===== src/rtl/bf_fetch_if.sv =====
// Instruction-memory read bus between the fetch unit (master) and the memory (slave).
// Requests are one word per asserted cycle; responses return in order and are never refused.
interface bf_fetch_if;
   logic        imem_req;
   logic [15:0] imem_addr;
   logic [15:0] imem_rdata;
   logic        imem_valid;

   modport master (
      output imem_req,
      output imem_addr,
      input  imem_rdata,
      input  imem_valid
   );

   modport slave (
      input  imem_req,
      input  imem_addr,
      output imem_rdata,
      output imem_valid
   );
endinterface


===== src/rtl/bf_fetch.sv =====
// Instruction fetch unit: in-order requests from a 16-bit PC into a prefetch FIFO,
// with branch redirect that flushes the FIFO and drops in-flight old-path responses.
module bf_fetch #(
   parameter int          DEPTH = 4,
   parameter logic [15:0] NOP   = 16'h0000
) (
   input  logic              clk,
   input  logic              rst_n,
   input  logic [15:0]       branch_val,
   input  logic              branch_en,
   input  logic              stall,
   output logic [15:0]       ins_out,
   output logic [15:0]       pc_out,
   bf_fetch_if.master        imem
);

   localparam int PW = $clog2(DEPTH);
   localparam int CW = PW + 1;
   localparam logic [CW:0] OCC_CAP = (CW + 1)'(DEPTH);

   logic [15:0]   pc_q;
   logic [15:0]   fifo_mem [DEPTH];
   logic [PW-1:0] wr_ptr_q;
   logic [PW-1:0] rd_ptr_q;
   logic [CW-1:0] count_q;
   logic [CW-1:0] inflight_q;
   logic [CW-1:0] discard_q;

   logic [CW:0]   occupancy;
   logic          issue;
   logic          pop;
   logic          push;
   logic [CW-1:0] issue_inc;
   logic [CW-1:0] valid_dec;
   logic [CW-1:0] push_inc;
   logic [CW-1:0] pop_dec;

   // Issue is gated by rst_n so the request line drops the instant reset asserts.
   always_comb begin
      // NOTE: every combinational output gets a default first so no latch can be inferred.
      occupancy = {1'b0, inflight_q} + {1'b0, count_q};
      issue     = 1'b0;
      pop       = 1'b0;
      push      = 1'b0;
      ins_out   = NOP;
      if (rst_n && (occupancy < OCC_CAP) && !branch_en) begin
         issue = 1'b1;
      end
      if ((count_q != '0) && !branch_en && !stall) begin
         pop     = 1'b1;
         ins_out = fifo_mem[rd_ptr_q];
      end
      // A response arriving in the branch cycle is old-path and is never stored.
      if (imem.imem_valid && (discard_q == '0) && !branch_en) begin
         push = 1'b1;
      end
   end

   assign issue_inc = {{(CW-1){1'b0}}, issue};
   assign valid_dec = {{(CW-1){1'b0}}, imem.imem_valid};
   assign push_inc  = {{(CW-1){1'b0}}, push};
   assign pop_dec   = {{(CW-1){1'b0}}, pop};

   assign imem.imem_req  = issue;
   assign imem.imem_addr = pc_q;
   assign pc_out         = pc_q;

   // NOTE: sequential state uses non-blocking assignments so every register samples pre-edge values.
   always_ff @(posedge clk or negedge rst_n) begin
      if (!rst_n) begin
         pc_q       <= '0;
         wr_ptr_q   <= '0;
         rd_ptr_q   <= '0;
         count_q    <= '0;
         inflight_q <= '0;
         discard_q  <= '0;
      end else begin
         inflight_q <= inflight_q + issue_inc - valid_dec;
         if (branch_en) begin
            // Everything still outstanding after this edge belongs to the old path.
            pc_q      <= branch_val;
            wr_ptr_q  <= '0;
            rd_ptr_q  <= '0;
            count_q   <= '0;
            discard_q <= inflight_q - valid_dec;
         end else begin
            if (issue) begin
               pc_q <= pc_q + 16'd1;
            end
            if (imem.imem_valid && (discard_q != '0)) begin
               discard_q <= discard_q - 1'b1;
            end
            if (push) begin
               wr_ptr_q <= wr_ptr_q + 1'b1;
            end
            if (pop) begin
               rd_ptr_q <= rd_ptr_q + 1'b1;
            end
            count_q <= count_q + push_inc - pop_dec;
         end
      end
   end

   // NOTE: FIFO storage is not reset; count_q gates every read, so stale words are never visible.
   always_ff @(posedge clk) begin
      if (push) begin
         fifo_mem[wr_ptr_q] <= imem.imem_rdata;
      end
   end

endmodule

===== src/flat_wrapper.sv =====
// flat-port wrapper written by rule: the top's interface ports become plain ports
module bf_fetch_flat 
#(
   parameter int          DEPTH = 4,
   parameter logic [15:0] NOP   = 16'h0000
)
  (clk, rst_n, branch_val, branch_en, stall, ins_out, pc_out, imem_imem_req, imem_imem_addr, imem_imem_rdata, imem_imem_valid);
  bf_fetch_if imem_i ();
  input  logic clk;
  input  logic rst_n;
  input  logic [15:0] branch_val;
  input  logic branch_en;
  input  logic stall;
  output logic [15:0] ins_out;
  output logic [15:0] pc_out;
  output wire logic [$bits(imem_i.imem_req)-1:0] imem_imem_req;
  output wire logic [$bits(imem_i.imem_addr)-1:0] imem_imem_addr;
  input wire logic [$bits(imem_i.imem_rdata)-1:0] imem_imem_rdata;
  input wire logic [$bits(imem_i.imem_valid)-1:0] imem_imem_valid;
  assign imem_imem_req = imem_i.imem_req;
  assign imem_imem_addr = imem_i.imem_addr;
  assign imem_i.imem_rdata = imem_imem_rdata;
  assign imem_i.imem_valid = imem_imem_valid;
  bf_fetch #(.DEPTH(DEPTH), .NOP(NOP)) u_core (.clk(clk), .rst_n(rst_n), .branch_val(branch_val), .branch_en(branch_en), .stall(stall), .ins_out(ins_out), .pc_out(pc_out), .imem(imem_i));
endmodule

===== config.mk =====
export PLATFORM = sky130hd
export DESIGN_NAME = bf_fetch_flat
export DESIGN_NICKNAME = d
export VERILOG_FILES = /design/src/rtl/bf_fetch_if.sv /design/src/rtl/bf_fetch.sv /design/src/flat_wrapper.sv
export SDC_FILE = /design/constraint.sdc
export NUM_CORES = 1
export LEC_CHECK = 0
export BUFFER_PORTS_ARGS = -buffer_cell sky130_fd_sc_hd__buf_2
export CORE_ASPECT_RATIO = 0.5
export CORE_MARGIN = 1
export CORE_UTILIZATION = 35
export DETAILED_ROUTE_END_ITERATION = 10
export PLACE_DENSITY = 0.6
export SYNTH_ARGS = -nofsm -noshare
export SYNTH_HDL_FRONTEND = slang
export SYNTH_SLANG_ARGS = --single-unit

===== constraint.sdc =====
create_clock -name clk -period 5.11 [get_ports clk]
set_input_delay 0.7665 -clock clk [delete_from_list [all_inputs] [get_ports clk]]
set_output_delay 0.7665 -clock clk [all_outputs]
set_load 0.03 [all_outputs]

* Yosys cells after proc, flatten, opt, wreduce, memory -nomap -nowiden
Memory sizes are Yosys's and may differ from the RTL's.
Index checks and enable logic that the tools add are counted.
** Cells by class
- Add/sub/neg operators :: 10
- $mul :: 0
- Divide/modulo/power cells :: 0
- Magnitude comparators :: 1
- Equality and inequality tests :: 0
- Shift operators :: 0
- Mux-type cells :: 15
- Bitwise gates (word level) :: 0
- Reductions and logical operators :: 16
** Operator list (number)
- $mux W16 :: 3
- $add A16 B1 Y16 const B :: 1
- $mux W3 :: 3
- $sub A3 B1 Y3 :: 3
- $mux W2 :: 4
- $reduce_bool A2 Y1 :: 4
- $logic_and A1 B1 Y1 :: 7
- $add A3 B1 Y3 :: 2
- $reduce_bool A3 Y1 :: 2
- $mux W1 :: 5
- $add A2 B1 Y2 const B :: 2
- $add A3 B3 Y4 :: 1
- $lt A4 B3 Y1 const B :: 1
- $logic_not A3 Y1 :: 1
- $sub A3 B1 Y3 const B :: 1
- $logic_not A1 Y1 :: 2
** Storage, ports and cells
- Flip-flop bits (word level) :: 29
- Latch bits :: 0
- Bits in writable memories :: 64
- Bits in read-only memories :: 0
- Input bits :: 37
- Memories kept :: 1
** Memories
- u_core.fifo_mem :: words 4, bits a word 16, read ports 1, clocked after Yosys merged registers in 0, wr ports 1, RTL line bf_fetch.sv:22 : logic [15:0] fifo_mem [DEPTH];

* Logic depth before layout (Yosys ltp)
- Depth in word-level cells :: 7
- Depth in mapped cells :: 12

* Worst setup path after synthesis
OpenSTA, ideal clock, no wires.
- Path type :: input-to-reg
- Start point :: input branch_en
- End point :: register u_core.inflight_q[2]
- Arrival time :: 2667 ps
- Required time :: 4985 ps
- Path slack :: 2317 ps
- Stages :: 11
- Buffers on the path :: 2
- Cell sequence :: clkbuf_1 -> clkinv_1 -> clkbuf_1 -> nand3_1 -> ha_1 -> inv_1 -> ha_1 -> inv_1 -> fa_1 -> xnor2_1 -> xnor2_1
** Between the ends
- Longest elaborated chain between the ends :: 5
** Ends and longest elaborated chain
- from (decl) :: RTL line flat_wrapper.sv:12 : input logic branch_en;
- $logic_not A1 Y1 :: RTL line bf_fetch.sv:46 : if (rst_n && (occupancy < OCC_CAP) && !branch_en) begin
- $logic_and A1 B1 Y1 :: RTL line bf_fetch.sv:46
- $mux W1 :: RTL line bf_fetch.sv:46
- $add A3 B1 Y3 :: RTL line bf_fetch.sv:78 : inflight_q <= inflight_q + issue_inc - valid_dec;
- $sub A3 B1 Y3 :: RTL line bf_fetch.sv:78
- to (signal assigned) :: RTL line bf_fetch.sv:78
- to (decl) :: RTL line bf_fetch.sv:26 : logic [CW-1:0] inflight_q;
No other way between the ends.
A chain may end at the register's enable or synchronous reset.

* Worst setup path after layout
- Start point :: input rst_n
- End point :: output imem_imem_req
** Between the ends
- Longest elaborated chain between the ends :: 3
** Ends and longest elaborated chain
- from (decl) :: RTL line flat_wrapper.sv:10 : input logic rst_n;
- $logic_and A1 B1 Y1 (2 in series) :: RTL line bf_fetch.sv:46
- $mux W1 :: RTL line bf_fetch.sv:46
- to (decl) :: RTL line flat_wrapper.sv:16 : output wire logic [$bits(imem_i.imem_req)-1:0] imem_imem_req;
No other way between the ends.

==> run summary <==
The logs give 0 for the number of nets with antenna violations after detailed routing and 0 for the number of hold buffers added after cts. The endpoint class of the critical path was an output port. The proportion of power drawn by combinational gates came out at 27.8%.

The worst path uses 60.7% of the clock period. The setup TNS came out at 0 ns. The initial cell density of the core came out at 36.2%. The library cell used most frequently in the layout, excluding fill and tap cells, is buf_2. The tools report the number of top-level pins as 86.

Ranked by total cell area, the synthesized netlist is headed by edfxtp_1 (45%), dfrtp_1 (17%), mux4_2 (8.4%), ha_1 (4.4%), buf_4 (2.8%). Measured on the finished design, the core utilization comes to 42.6%. The run gives 0 as the count of instances resized after the clock tree is built. For this run the aggregate overflow at the end of global routing stands at 0.

For this run, the number of Yosys warnings is 0. The total power density per cell area is 433 mW/mm^2, and the logic depth of the worst register-to-register path is 10. Synthesis produced a netlist with a net count of 356.

The switching fraction of total power was 32.6%. The switching power of the nets is 0.714 mW. The layout-stage area growth over the synthesis result came out at 17.8%.

The worst path meets setup with 2.01 ns of slack. Across the VDD grid, the largest voltage drop is 0.182 mV. Dividing the detail-routed wire length by the instance count gives 14.3 um. The final count of negative-setup-slack endpoints was 0; the pin count of the biggest net entering global routing was 31.

Clock period minus final worst setup slack: 3.10 ns. The critical path goes through buf_2 > nor4b_4 > nand3_1 > inv_1 > buf_2. The post-detailed-route DRC marker count is 1.

Post-synthesis instance area: 0.00430 sq mm. Registers are responsible for 43.6% of the overall power. After synthesis, the netlist uses 39 different library cells.

Critical path's slowest cell: nor4b_4. By instance count, the cell type seen most on the critical path is buf_2. The placer congestion estimate is 0.746. STA classifies the critical path startpoint as an input pin. Clock tree synthesis inserted a total of 9 buffers. The row count is 28, and the die boundary height is 80.3 um. The initial antenna violation count was 0; the number of synthesized register bits was 93. The tools report the final hold violation count as 0. Setup repair after global routing left no endpoint under its margin. The average via count per standard cell works out to 4.69.

Among cell families on the critical path, the largest total delay comes from buffers and inverters. Data arrives at the worst endpoint at 2.33 ns. The final number of max-transition violations is 0. The layout has 1078 filler cells.

The share of Yosys cell area claimed by the top area cell type is 44.7%. The first routing iteration left 133 violations. The first-pass GRT wire length is 12.1 mm. The final standard cell count with taps included and fillers excluded is 543. Of all flip-flops after synthesis, the portion carrying an async set or reset was 31.2%.

In this run the clock root is driven by a clkbuf_16. The worst pin sits at a relative slew slack of 29.9%. For the tightest hold margin, the log shows 0.458 ns. Across the run, the number of max-cap violations was 0. Maximum buffer depth of the clock tree: 2.

Yosys mapped a number of flops with a built-in enable equal to 64. The tools report the total via count after detailed routing as 2549. For this run, the leading register cell type out of synthesis is edfxtp_1. The worst register-to-register path begins at u_core.inflight_q[2].

Counting every instance in the synthesized netlist gives 302. The total leakage power came out at 2.09 nW. The library cells used most frequently in the layout, excluding fill and tap cells, are buf_2 (85), edfxtp_1 (64), dfrtp_1 (29). At the pin with the least slew margin, the transition time is 1.05 ns. Mean post-synth cell area: 14.2 sq um. For the net count of the finished layout, the log shows 427. The tightest min-delay check is of the input pin to asynchronous set/reset pin type.

Number of global-route vias before repair: 2447. The checks that failed: design-rule violations. The number of antenna diodes in the final layout is 0.

Die footprint: 0.0127 sq mm. The run finished, with violations left. TritonCTS built the clock tree. Endpoint of the most critical register-to-register path: u_core.inflight_q[2]. CTS saw 93 sinks.

The worst setup skew after layout came out at 0.00763 ns. Including well taps, the total number of placed cells is 527. The die is 159 um wide. The final layout contains routed wiring with a total length of 7.77 mm. The largest fanout of any net on the critical path works out to 30. The tools report the number of iterations in the first detailed-routing pass as 7.

Summed over all instances, the cell type with the most area after synthesis is edfxtp_1. OpenSTA, run right after detailed placement, puts the worst setup slack at 1.72 ns. The number of buffer and inverter stages on the critical path is 3, and the internal power is 1.48 mW.

The HPWL after detailed placement was 5.23 mm. The worst register-to-register path has a setup slack of 2.38 ns. The region available for standard cell placement spans 0.0119 sq mm. The post-route netlist has 32.0% of its cells at a drive strength greater than 1. The number of input and output port buffers inserted is 85, and the maximum clock frequency is 323 MHz. The proportion of synthesized chip area in sequential cells is 61.6%. The run gives 28.6% as the portion of total power attributed to the clock network. The required time of the critical path was 4.34 ns; the number of H-tree branching levels was 3. On the worst path, the slowest cell contributes a delay of 0.57 ns.

Clock-pin slew was measured on the worst setup and hold paths at 0.07 ns. The global-route usage over all layers was 12.9%. The worst setup path is of the input pin to output port kind.

The number of buffers inserted by post-CTS setup repair came out at 0. The clock insertion delay at the later pin of the skew report was 0.34 ns.
-- Yosys cell counts (all sizes together), types with 2 or more instances --
library cell and n:
a31oi 8, dfrtp 29, nand4 7, and2 6, inv 16, and4 2
or3 7, nand3 7, buf 19, fa 2, mux2i 3, o21ai 16
nor2 16, and3 18, xnor2 8, edfxtp 64, mux4 16, nand2 13
clkbuf 8, xor2 8, ha 15
-- sequential cells by signal, summed over array words and instances, names as in the netlist --
signal                 flops
u_core.count_q             3
u_core.discard_q           3
u_core.fifo_mem           64
u_core.imem.imem_addr     16
u_core.inflight_q          3
u_core.rd_ptr_q            2
u_core.wr_ptr_q            2
-- cells by family after synthesis --
group	count (synthesis)	share of synthesized area [%]
and+or+nand+nor	84	11.4
DFF	93	61.6
AOI/OAI and AO/OA	29	3.99
muxes	19	9.09
xor gates and xnor gates	16	3.26
adders and majority gates	17	5.30
buffers and inverters	44	5.30
-- layer usage --
layer	up-vias	routed length [um]	track usage [%]
li1	1244	-	-
met1	1250	3400	15.4
met5	-	0	0
met2	46	3940	22.1
met3	9	332	4.05
met4	0	97	4.04
-- how the worst max path moves through the flow --
stage              start                   end  depth (start not counted)
2_1_floorplan  branch_en  u_core.inflight_q[2]                         11
3_3_place_gp       rst_n  u_core.inflight_q[2]                         10
3_5_place_dp       rst_n  u_core.inflight_q[2]                         10
4_1_cts            rst_n         imem_imem_req                          5
5_1_grt            rst_n         imem_imem_req                          5
6_report           rst_n         imem_imem_req                          5
-- metrics by stage --
stage | power, mW | instance area [sq um]
finish | 2.19 | 5060
global route | 2.32 | 5060
CTS | 2.22 | 5060
detailed placement | 1.59 | 4780
global placement | 1.58 | 4780
floorplan | 1.45 | 4300
-- power groups by stage --
| stage | combinational, mW | sequential (mW) | clock, mW |
|---|---|---|---|
| 2_1_floorplan | 0.477 | 0.975 | 0 |
| 4_1_cts | 0.621 | 0.956 | 0.643 |
| 3_3_place_gp | 0.614 | 0.971 | 0 |
| 6_report | 0.608 | 0.955 | 0.627 |
| 5_1_grt | 0.681 | 0.968 | 0.673 |
| 3_5_place_dp | 0.618 | 0.970 | 0 |
-- final cells by class --
cell class	count	area [sq um]	share of cell area (%)
flip-flops and latches	93	2650	52.3
clock buffers	9	225	4.45
repair buffers	87	440	8.70
inverters	17	63.8	1.26
well taps	165	206	4.08
clock inverters	7	57.6	1.14
multi-input cells	165	1420	28.1
(Power assumes the default switching activity.)
